### src/rtl/daq_run_if.sv
// Command/status bundle between a run sequencer and daq_run_controller.
// master drives commands and reader monitors; slave is the controller side.
interface daq_run_if #(
  parameter int unsigned CNT_W = 32
);
  logic             cmd_start;
  logic             cmd_stop;
  logic [CNT_W-1:0] run_length;
  logic             fifo_prog_full;
  logic             wr_mon;
  logic             start_daq;
  logic             busy;
  logic             done;
  logic [CNT_W-1:0] word_count;
  logic [CNT_W-1:0] frame_count;
  logic [CNT_W-1:0] throttle_count;
  logic [2:0]       state_o;

  modport master (
    output cmd_start, cmd_stop, run_length, fifo_prog_full, wr_mon,
    input  start_daq, busy, done, word_count, frame_count, throttle_count, state_o
  );

  modport slave (
    input  cmd_start, cmd_stop, run_length, fifo_prog_full, wr_mon,
    output start_daq, busy, done, word_count, frame_count, throttle_count, state_o
  );
endinterface

### src/rtl/daq_run_controller.sv
// Run sequencer for a latch-reader DAQ: arm, timed/unlimited run, drain, done.
// Define DAQ_RUN_THROTTLE_EN to pause the reader while fifo_prog_full is high.
module daq_run_controller #(
  parameter int unsigned CNT_W        = 32,
  parameter int unsigned QUIET_CYCLES = 4
) (
  input logic       clk,
  input logic       rst,
  daq_run_if.slave  bus
);
  localparam int unsigned QW = (QUIET_CYCLES < 1) ? 1 : $clog2(QUIET_CYCLES + 1);
  localparam logic [CNT_W-1:0] CNT_MAX = '1;

  typedef enum logic [2:0] {
    S_IDLE     = 3'b000,
    S_ARM      = 3'b001,
    S_RUN      = 3'b010,
    S_THROTTLE = 3'b011,
    S_DRAIN    = 3'b100,
    S_DONE     = 3'b101
  } state_e;

  state_e           state_q, state_d;
  logic [CNT_W-1:0] timer_q, len_q;
  logic [CNT_W-1:0] word_q, frame_q, thr_q;
  logic [QW-1:0]    quiet_q, quiet_inc;
  logic             start_daq_q, busy_q, done_q, wr_mon_d;
  logic             expire;

  function automatic logic [CNT_W-1:0] sat_inc(input logic [CNT_W-1:0] v);
    return (v == CNT_MAX) ? v : v + CNT_W'(1);
  endfunction

  assign expire    = (len_q != '0) && (timer_q == len_q - CNT_W'(1));
  assign quiet_inc = quiet_q + QW'(1);

  // State register
  always_ff @(posedge clk or posedge rst) begin
    if (rst) state_q <= S_IDLE;
    else     state_q <= state_d;
  end

  // Next state; stop beats expiry, expiry beats throttling
  always_comb begin
    state_d = state_q;
    case (state_q)
      S_IDLE:     if (bus.cmd_start && !bus.cmd_stop) state_d = S_ARM;
      S_ARM:      state_d = bus.cmd_stop ? S_DRAIN : S_RUN;
      S_RUN: begin
        if (bus.cmd_stop || expire) state_d = S_DRAIN;
`ifdef DAQ_RUN_THROTTLE_EN
        else if (bus.fifo_prog_full) state_d = S_THROTTLE;
`endif
      end
      S_THROTTLE: begin
        if (bus.cmd_stop || expire) state_d = S_DRAIN;
`ifdef DAQ_RUN_THROTTLE_EN
        else if (!bus.fifo_prog_full) state_d = S_RUN;
`else
        else state_d = S_RUN;
`endif
      end
      S_DRAIN:    if (!bus.wr_mon && (quiet_inc >= QW'(QUIET_CYCLES))) state_d = S_DONE;
      S_DONE:     state_d = S_IDLE;
      default:    state_d = S_IDLE;
    endcase
  end

  // Status outputs registered from next state so they line up with state_o
  always_ff @(posedge clk or posedge rst) begin
    if (rst) begin
      start_daq_q <= 1'b0;
      busy_q      <= 1'b0;
      done_q      <= 1'b0;
      wr_mon_d    <= 1'b0;
      quiet_q     <= '0;
    end else begin
      start_daq_q <= (state_d == S_RUN);
      busy_q      <= (state_d != S_IDLE);
      done_q      <= (state_d == S_DONE);
      wr_mon_d    <= bus.wr_mon;
      if (state_q == S_DRAIN) quiet_q <= bus.wr_mon ? '0 : quiet_inc;
      else                    quiet_q <= '0;
    end
  end

  // Run timer and statistics; cleared only in ARM, held through IDLE
  always_ff @(posedge clk or posedge rst) begin
    if (rst) begin
      timer_q <= '0;
      len_q   <= '0;
      word_q  <= '0;
      frame_q <= '0;
    end else if (state_q == S_ARM) begin
      timer_q <= '0;
      len_q   <= bus.run_length;
      word_q  <= '0;
      frame_q <= '0;
    end else begin
      if (state_q == S_RUN || state_q == S_THROTTLE) timer_q <= sat_inc(timer_q);
      if (state_q != S_IDLE) begin
        if (bus.wr_mon)              word_q  <= sat_inc(word_q);
        if (bus.wr_mon && !wr_mon_d) frame_q <= sat_inc(frame_q);
      end
    end
  end

`ifdef DAQ_RUN_THROTTLE_EN
  // Counts RUN->THROTTLE entries
  always_ff @(posedge clk or posedge rst) begin
    if (rst)                                          thr_q <= '0;
    else if (state_q == S_ARM)                        thr_q <= '0;
    else if (state_q == S_RUN && state_d == S_THROTTLE) thr_q <= sat_inc(thr_q);
  end
`else
  assign thr_q = '0;
`endif

  assign bus.start_daq      = start_daq_q;
  assign bus.busy           = busy_q;
  assign bus.done           = done_q;
  assign bus.word_count     = word_q;
  assign bus.frame_count    = frame_q;
  assign bus.throttle_count = thr_q;
  assign bus.state_o        = state_q;
endmodule
### src/flat_wrapper.sv
// flat-port wrapper written by rule: the top's interface ports become plain ports
module daq_run_controller_flat 
#(
  parameter int unsigned CNT_W        = 32,
  parameter int unsigned QUIET_CYCLES = 4
)
  (clk, rst, bus_cmd_start, bus_cmd_stop, bus_run_length, bus_fifo_prog_full, bus_wr_mon, bus_start_daq, bus_busy, bus_done, bus_word_count, bus_frame_count, bus_throttle_count, bus_state_o);
  daq_run_if #(.CNT_W(CNT_W)) bus_i ();
  input logic clk;
  input logic rst;
  input wire logic [$bits(bus_i.cmd_start)-1:0] bus_cmd_start;
  input wire logic [$bits(bus_i.cmd_stop)-1:0] bus_cmd_stop;
  input wire logic [$bits(bus_i.run_length)-1:0] bus_run_length;
  input wire logic [$bits(bus_i.fifo_prog_full)-1:0] bus_fifo_prog_full;
  input wire logic [$bits(bus_i.wr_mon)-1:0] bus_wr_mon;
  output wire logic [$bits(bus_i.start_daq)-1:0] bus_start_daq;
  output wire logic [$bits(bus_i.busy)-1:0] bus_busy;
  output wire logic [$bits(bus_i.done)-1:0] bus_done;
  output wire logic [$bits(bus_i.word_count)-1:0] bus_word_count;
  output wire logic [$bits(bus_i.frame_count)-1:0] bus_frame_count;
  output wire logic [$bits(bus_i.throttle_count)-1:0] bus_throttle_count;
  output wire logic [$bits(bus_i.state_o)-1:0] bus_state_o;
  assign bus_i.cmd_start = bus_cmd_start;
  assign bus_i.cmd_stop = bus_cmd_stop;
  assign bus_i.run_length = bus_run_length;
  assign bus_i.fifo_prog_full = bus_fifo_prog_full;
  assign bus_i.wr_mon = bus_wr_mon;
  assign bus_start_daq = bus_i.start_daq;
  assign bus_busy = bus_i.busy;
  assign bus_done = bus_i.done;
  assign bus_word_count = bus_i.word_count;
  assign bus_frame_count = bus_i.frame_count;
  assign bus_throttle_count = bus_i.throttle_count;
  assign bus_state_o = bus_i.state_o;
  daq_run_controller #(.CNT_W(CNT_W), .QUIET_CYCLES(QUIET_CYCLES)) u_core (.clk(clk), .rst(rst), .bus(bus_i));
endmodule
### config.mk
export PLATFORM = sky130hd
export DESIGN_NAME = daq_run_controller_flat
export DESIGN_NICKNAME = d
export VERILOG_FILES = /design/src/rtl/daq_run_if.sv /design/src/rtl/daq_run_controller.sv /design/src/flat_wrapper.sv
export SDC_FILE = /design/constraint.sdc
export NUM_CORES = 1
export LEC_CHECK = 0
export BUFFER_PORTS_ARGS = -buffer_cell sky130_fd_sc_hd__buf_2
export CELL_PAD_IN_SITES_DETAIL_PLACEMENT = 0
export CELL_PAD_IN_SITES_GLOBAL_PLACEMENT = 1
export CORE_ASPECT_RATIO = 0.75
export CORE_MARGIN = 2
export CORE_UTILIZATION = 40
export CTS_CLUSTER_SIZE = 10
export DETAILED_ROUTE_END_ITERATION = 8
export PLACE_DENSITY_LB_ADDON = 0.1
export SYNTH_ARGS = -nofsm -noshare
export SYNTH_HDL_FRONTEND = slang
export SYNTH_SLANG_ARGS = --single-unit
### constraint.sdc
create_clock -name clk -period 5.7 [get_ports clk]
set_clock_uncertainty 0.2 [all_clocks]
set_input_delay 1.14 -clock clk [delete_from_list [all_inputs] [get_ports clk]]
set_output_delay 1.14 -clock clk [all_outputs]
set_load 0.02 [all_outputs]
# Word level (Yosys, flattened, before mapping)
# Cells that the tools add are included.
totals:
  word_cells: 68
  out_inout_bits: 102
  reg_bits: 138
  input_bits: 38
op_classes:
  n_reduce_logical: 20
  mux: 19
  order_cmp: 1
  add_sub_neg: 5
  n_eq_ne: 13
op_table:
  columns: ["op", "n"]
  rows:
  - ["$mux W32", 11]
  - ["$add A32 B1 Y32 const B", 3]
  - ["$eq A32 B32 Y1 const B", 3]
  - ["$eq A32 B32 Y1", 1]
  - ["$reduce_bool A32 Y1", 1]
  - ["$sub A32 B1 Y32 const B", 1]
  - ["$mux W3", 7]
  - ["$pmux W3 S5", 1]
  - ["$eq A3 B2 Y1 const B", 3]
  - ["$reduce_bool A2 Y1", 4]
  - ["$eq A3 B3 Y1 const B", 2]
  - ["$ne A2 B1 Y1 const B", 3]
  - ["$reduce_and A3 Y1", 2]
  - ["$reduce_bool A3 Y1", 2]
  - ["$logic_and A1 B1 Y1", 4]
  - ["$add A3 B1 Y3 const B", 1]
  - ["$eq A3 B1 Y1 const B", 1]
  - ["$ge A3 B3 Y1 const B", 1]
  - ["$logic_not A1 Y1", 3]
  - ["$logic_not A3 Y1", 1]
  - ["$logic_or A1 B1 Y1", 2]
  - ["$reduce_and A2 Y1", 1]

# Longest topological paths before layout
logic_depth:
  depth_word: 7
  depth_mapped: 12
  ltp_nobuf: 10

# Least setup slack after synthesis
# Ideal clock, no wire load.
synth_path:
  path_kind: "register to register"
  start: "reg u_core.len_q[0]"
  end: "reg u_core.start_daq_q, in the netlist u_core.bus.start_daq"
  stages_incl_launch_ff: 13
  n_path_buf: 2
  period_less_slack_ns: 3.377
  arrival_time_ns: 3.058
  setup_ns: 0.119
  required_ns: 5.381
  slack_ns: 2.323
  cell_sequence: "dfrtp_1 -> clkbuf_1 -> inv_1 -> ha_1 -> or4b_4 -> buf_6 -> or4_4 -> xnor2_1 -> o21ai_1 -> or3_1 -> a2111oi_2 -> nand4b_1 -> o21a_1"
synth_via:
  elab_chain_len: 7
  word_cells_on_any_way: 9
  cone_classes: "1 x add/sub; 2 x eq/ne; 3 x mux; 3 x reduce/logical"
synth_lines:
  columns: ["item", "line", "text"]
  rows:
  - ["start: declaration", "daq_run_controller.sv:24", "logic [CNT_W-1:0] timer_q, len_q;"]
  - ["start signal: assignment", "daq_run_controller.sv:96", "len_q <= bus.run_length;"]
  - ["$sub A32 B1 Y32", "daq_run_controller.sv:34", "assign expire = (len_q != '0) && (timer_q == len_q - CNT_W'(1));"]
  - ["$eq A32 B32 Y1", "daq_run_controller.sv:34", null]
  - ["$logic_and A1 B1 Y1 *", "daq_run_controller.sv:34", null]
  - ["$logic_or A1 B1 Y1 *", "daq_run_controller.sv:50, daq_run_controller.sv:56", null]
  - ["$mux W3, on equally long branches", "daq_run_controller.sv:50, daq_run_controller.sv:56", null]
  - ["$pmux W3 S5 *", "daq_run_controller.sv:46", "case (state_q)"]
  - ["$eq A3 B2 Y1 *", "daq_run_controller.sv:78", "start_daq_q <= (state_d == S_RUN);"]
  - ["end signal: assignment", "daq_run_controller.sv:78", null]
  - ["end: declaration", "daq_run_controller.sv:27", "logic start_daq_q, busy_q, done_q, wr_mon_d;"]
# Mark *: on every way between the ends. The rest lies on a longest branch, timed or not.
# A chain may end at the register's enable or synchronous reset.

# Final worst setup path
layout_path:
  start: "reg u_core.state_q[2], in the netlist u_core.bus.state_o[2]"
  end: "reg u_core.frame_q[21], in the netlist u_core.bus.frame_count[21]"
layout_via:
  elab_chain_len: 3
  word_cells_on_any_way: 7
  cone_classes: "2 x eq/ne; 1 x mux; 4 x reduce/logical"
layout_lines:
  columns: ["item", "line", "text"]
  rows:
  - ["start: declaration", "daq_run_controller.sv:23", "state_e state_q, state_d;"]
  - ["start signal: assignment", "daq_run_controller.sv:40", "else state_q <= state_d;"]
  - ["$eq A3 B1 Y1 or $reduce_bool A3 Y1 (tied branches)", "daq_run_controller.sv:94, daq_run_controller.sv:101", null]
  - ["$ne A2 B1 Y1 (no line) or $reduce_bool A2 Y1 (tied branches)", null, null]
  - ["$reduce_and A3 Y1 (no line)", null, null]
  - ["end signal: assignment", "daq_run_controller.sv:103", "if (bus.wr_mon && !wr_mon_d) frame_q <= sat_inc(frame_q);"]
  - ["end: declaration", "daq_run_controller.sv:25", "logic [CNT_W-1:0] word_q, frame_q, thr_q;"]
# Several ways; a longest one is shown, not always the timed one.

==> summary.md <==
| Metric | Value |
|---|---|
| Worst skew pair latency | ~0.42 ns |
| Layout cell share with drive strength beyond 1 | 16.3% |
| Top-count cell post-synth | nand2_1 |
| I/O pin count | 140 |
| WS Path Type | register to register |
| Arr. time, crit path | a little over 4 ns |
| Clk sinks | 138 |
| Num CTS Buffers | 17 |
| Die area | about 0.020 sq mm |
| Startpoint type of the worst setup path | register |
| WP buf/inv | 1 |
| Compound-Gate Fraction of Synth Area | roughly 4.4% |
| Largest stage delay on the critical path | 0.85 ns |
| Crit. End Element | register |
| FILL cells | 1867 |
| Area growth syn-to-layout | 16.3% |
| Synth cell count leaders | nand2_1 (143), dfrtp_1 (138), nor2_1 (117) |
| CTS tree | done |
| Most used cell, CP | o21ai_0 |
| CP max stage cell | or3b_2 |
| # diodes | 0 |
| Core Area | between 0.015 and 0.02 sq mm |
| Min setup slack post-route | about 1.8 ns |
| Buffers on Ports | 106 |
| Relative slew margins | 30.9% |
| Overall routing resource usage | between 10% and 20% |
| Outcome | completed |
| XOR/XNOR Fraction of Synth Area | between 10% and 20% |
| Initial antenna violation count | 0 |
| Placer Congestion | ~0.79 |
| DR vias | 6075 |
| Multi-input combinational cell area | between 0.003 and 0.004 sq mm |
| Worst endpoint required time | about 5.8 ns |
| Largest cells by area after synthesis | dfrtp_1 (45%), xor2_1 (9.4%), nand2_1 (7.0%), xnor2_1 (5.8%), nor2_1 (5.7%) |
| Hold Buf Count CTS | 0 |
| Wire per inst | about 15 microns |
| Mean Syn Cell Area | between 8 and 9 sq um |
| Flop-to-flop setup slack | between 1.5 and 2 ns |
| Critical path peak fanout | 36 |
| CP delay by family, top | simple AND/OR/NAND/NOR gates |
| Fraction of registers with async set/reset | 100% |
| Final net count | around 1000 |
| Mapped cell area | 0.00765 sq mm |
| Max Slew Vio Count | 0 |
| DP Wirelength | roughly 13 mm |
| Synthesis Warnings | 0 |
| Non-Filler Instances | between 1000 and 1500 |
| # H-tree levels | 4 |
| Root buf cell | clkbuf_16 |
| Largest family of logic cells by synthesized area | simple AND/OR/NAND/NOR gates |
| Largest net degree at the start of global routing | 110 |
| Sequential-to-total area share from yosys stat | 45.1% |
| First-pass detailed-route iteration total | 5 |
| Leak | around 4.3 nW |
| Initial core utilization | around two fifths |
| Setup tns final | 0 ns |
| Max_cap viols | 0 |
| Post-Synth Simple-Gate Area | around 28% |
| Cell taking the most area after synthesis | dfrtp_1 |
| Pwr per Cell Area | about 400 mW/mm^2 |
| Mux share of post-synthesis cell area | less than 1% |
| Hold WS | about 0.24 ns |
| Vias in the first global route | approximately 5700 |
| Primary FF master, synth | dfrtp_1 |
| Wirelength, routed | 18.3 mm |
| First-pass GRT wire length | 30.2 mm |
| DP Worst Slack | about 1.6 ns |
| Setup violators final | 0 |
| Resize count post-CTS | 0 |
| Synth Area in Adders | less than 1% |
| Register area | approximately 0.0035 sq mm |
| Vias per cell | roughly 5.0 |
| Min Tclk post-route | 3.91 ns |
| Post-synth EDFFs | 0 |
| Synth cell types | 56 |
| CTS max path bufs | 2 |
| Fmax | between 200 and 300 MHz |
| Post-CTS setup buffer count | 0 |
| Die height | about 120 microns |
| Peak supply drop | 189 uV |
| Hold crit path type | register to register |
| Final antenna-violating net count | 0 |
| Grt ovf | 0 |
| Synth Register Bits | 138 |
| RSZ-0062 raised after global routing | false |
| Crit-path cells | or3b_2, o21ai_0, o21ai_0, nor3_1, buf_4, nand2_1, or3_1, a21oi_1 |
| DRT iter0 DRCs | roughly 390 |
| Row count | between 40 and 50 |
| Tcrit/Tclk final | 68.7% |
| Endpoints failing hold | 0 |
| Worst Max-Slew Pin Slew | between 1 and 1.5 ns |
| Post-Synthesis Cells | approximately 860 |
| Drt drc | 0 |
| Worst-path clk slew | ~0.060 ns |
| Yosys top cell area share | a little under half |
| Die width | approximately 160 microns |
| Cells after DPL | between 1000 and 1500 |
-- flip-flops by register name, summed over array words and instances, names as in the netlist, 3 cells and up --
signal and count:
u_core.bus.frame_count 32, u_core.bus.word_count 32, u_core.len_q 32, u_core.timer_q 32
u_core.bus.state_o 3, u_core.quiet_q 3
-- layout by cell type (no fill, tap or decap), drive strengths merged, types with 2 or more instances in the layout --
| master | n |
|---|---|
| nor3 | 21 |
| nor2 | 117 |
| and3 | 13 |
| o21a | 2 |
| o311a | 2 |
| nand4b | 3 |
| bufinv | 3 |
| dfrtp | 138 |
| or4 | 10 |
| clkinv | 3 |
| and2 | 8 |
| xnor2 | 51 |
| nand3 | 38 |
| nand2b | 4 |
| nor4b | 2 |
| inv | 15 |
| a2111oi | 4 |
| or2 | 2 |
| nor4 | 16 |
| nand3b | 2 |
| and4 | 10 |
| a21o | 3 |
| nor3b | 5 |
| nand2 | 143 |
| nor2b | 3 |
| clkbuf | 22 |
| clkinvlp | 2 |
| xor2 | 82 |
| a211oi | 2 |
| buf | 111 |
| ha | 5 |
| o21ai | 18 |
| or3 | 18 |
| conb | 32 |
| a21oi | 11 |
| a31oi | 3 |
| nand4 | 31 |
-- report_power, final --
part / internal [mW] / switching, mW
clock: 0.736 / 0.436
combinational: 0.364 / 0.548
sequential: 1.14 / 0.258
total: 2.24 / 1.24
-- final timing paths --
path                                  startpoint                         end  cells after the start
max                        u_core.bus.state_o[2]  u_core.bus.frame_count[21]                      8
min                            u_core.quiet_q[0]           u_core.quiet_q[0]                      1
max reg2reg                u_core.bus.state_o[2]  u_core.bus.frame_count[21]                      8
min reg2reg                    u_core.quiet_q[0]           u_core.quiet_q[0]                      1
max in group asynchronous                    rst            u_core.len_q[25]                      3
min in group asynchronous                    rst   u_core.bus.frame_count[8]                      2
-- cell families (layout without fill, tap and decap cells) --
kind of cell | after synthesis | after routing
buf+inv | 78 | 156
compound gates | 52 | 52
flops | 138 | 138
other cells | 1 | 32
mux | 2 | 2
xor+xnor | 133 | 133
fa+ha+maj | 5 | 5
simple gates | 448 | 448
-- routing by layer --
metal	GRT usage, %	vias to the layer above	share of wire [%]
met3	3.73	11	3.9
li1	-	3036	-
met2	26.8	111	41
met4	4.77	0	0.74
met5	0	-	0
met1	29.1	2917	54
-- worst reg2reg max path, stage by stage, from the launching register on --
cell and delay (ns):
dfrtp_1 0.51, or3b_2 0.86, o21ai_0 0.25, o21ai_0 0.41, nor3_1 0.79, buf_4 0.28, nand2_1 0.09, or3_1 0.32
a21oi_1 0.14
-- per-stage QoR --
step	power (mW)	utilization (%)	area [sq um]
floorplan	2.07	-	7760
global placement	2.32	44.5	8280
detailed placement	2.32	44.5	8280
CTS	3.51	47.8	8900
global route	3.71	47.8	8900
finish	3.48	47.8	8900
-- area by class of cell --
class                   instances  share of cell area [%]
clock buffers                  22                    5.44
clock inverters                10                    1.55
inverters                      13                   0.605
multi-input cells             672                    43.7
flip-flops and latches        138                    38.8
well taps                     247                    3.47
repair buffers                111                    6.38
(Power assumes the default switching activity.)
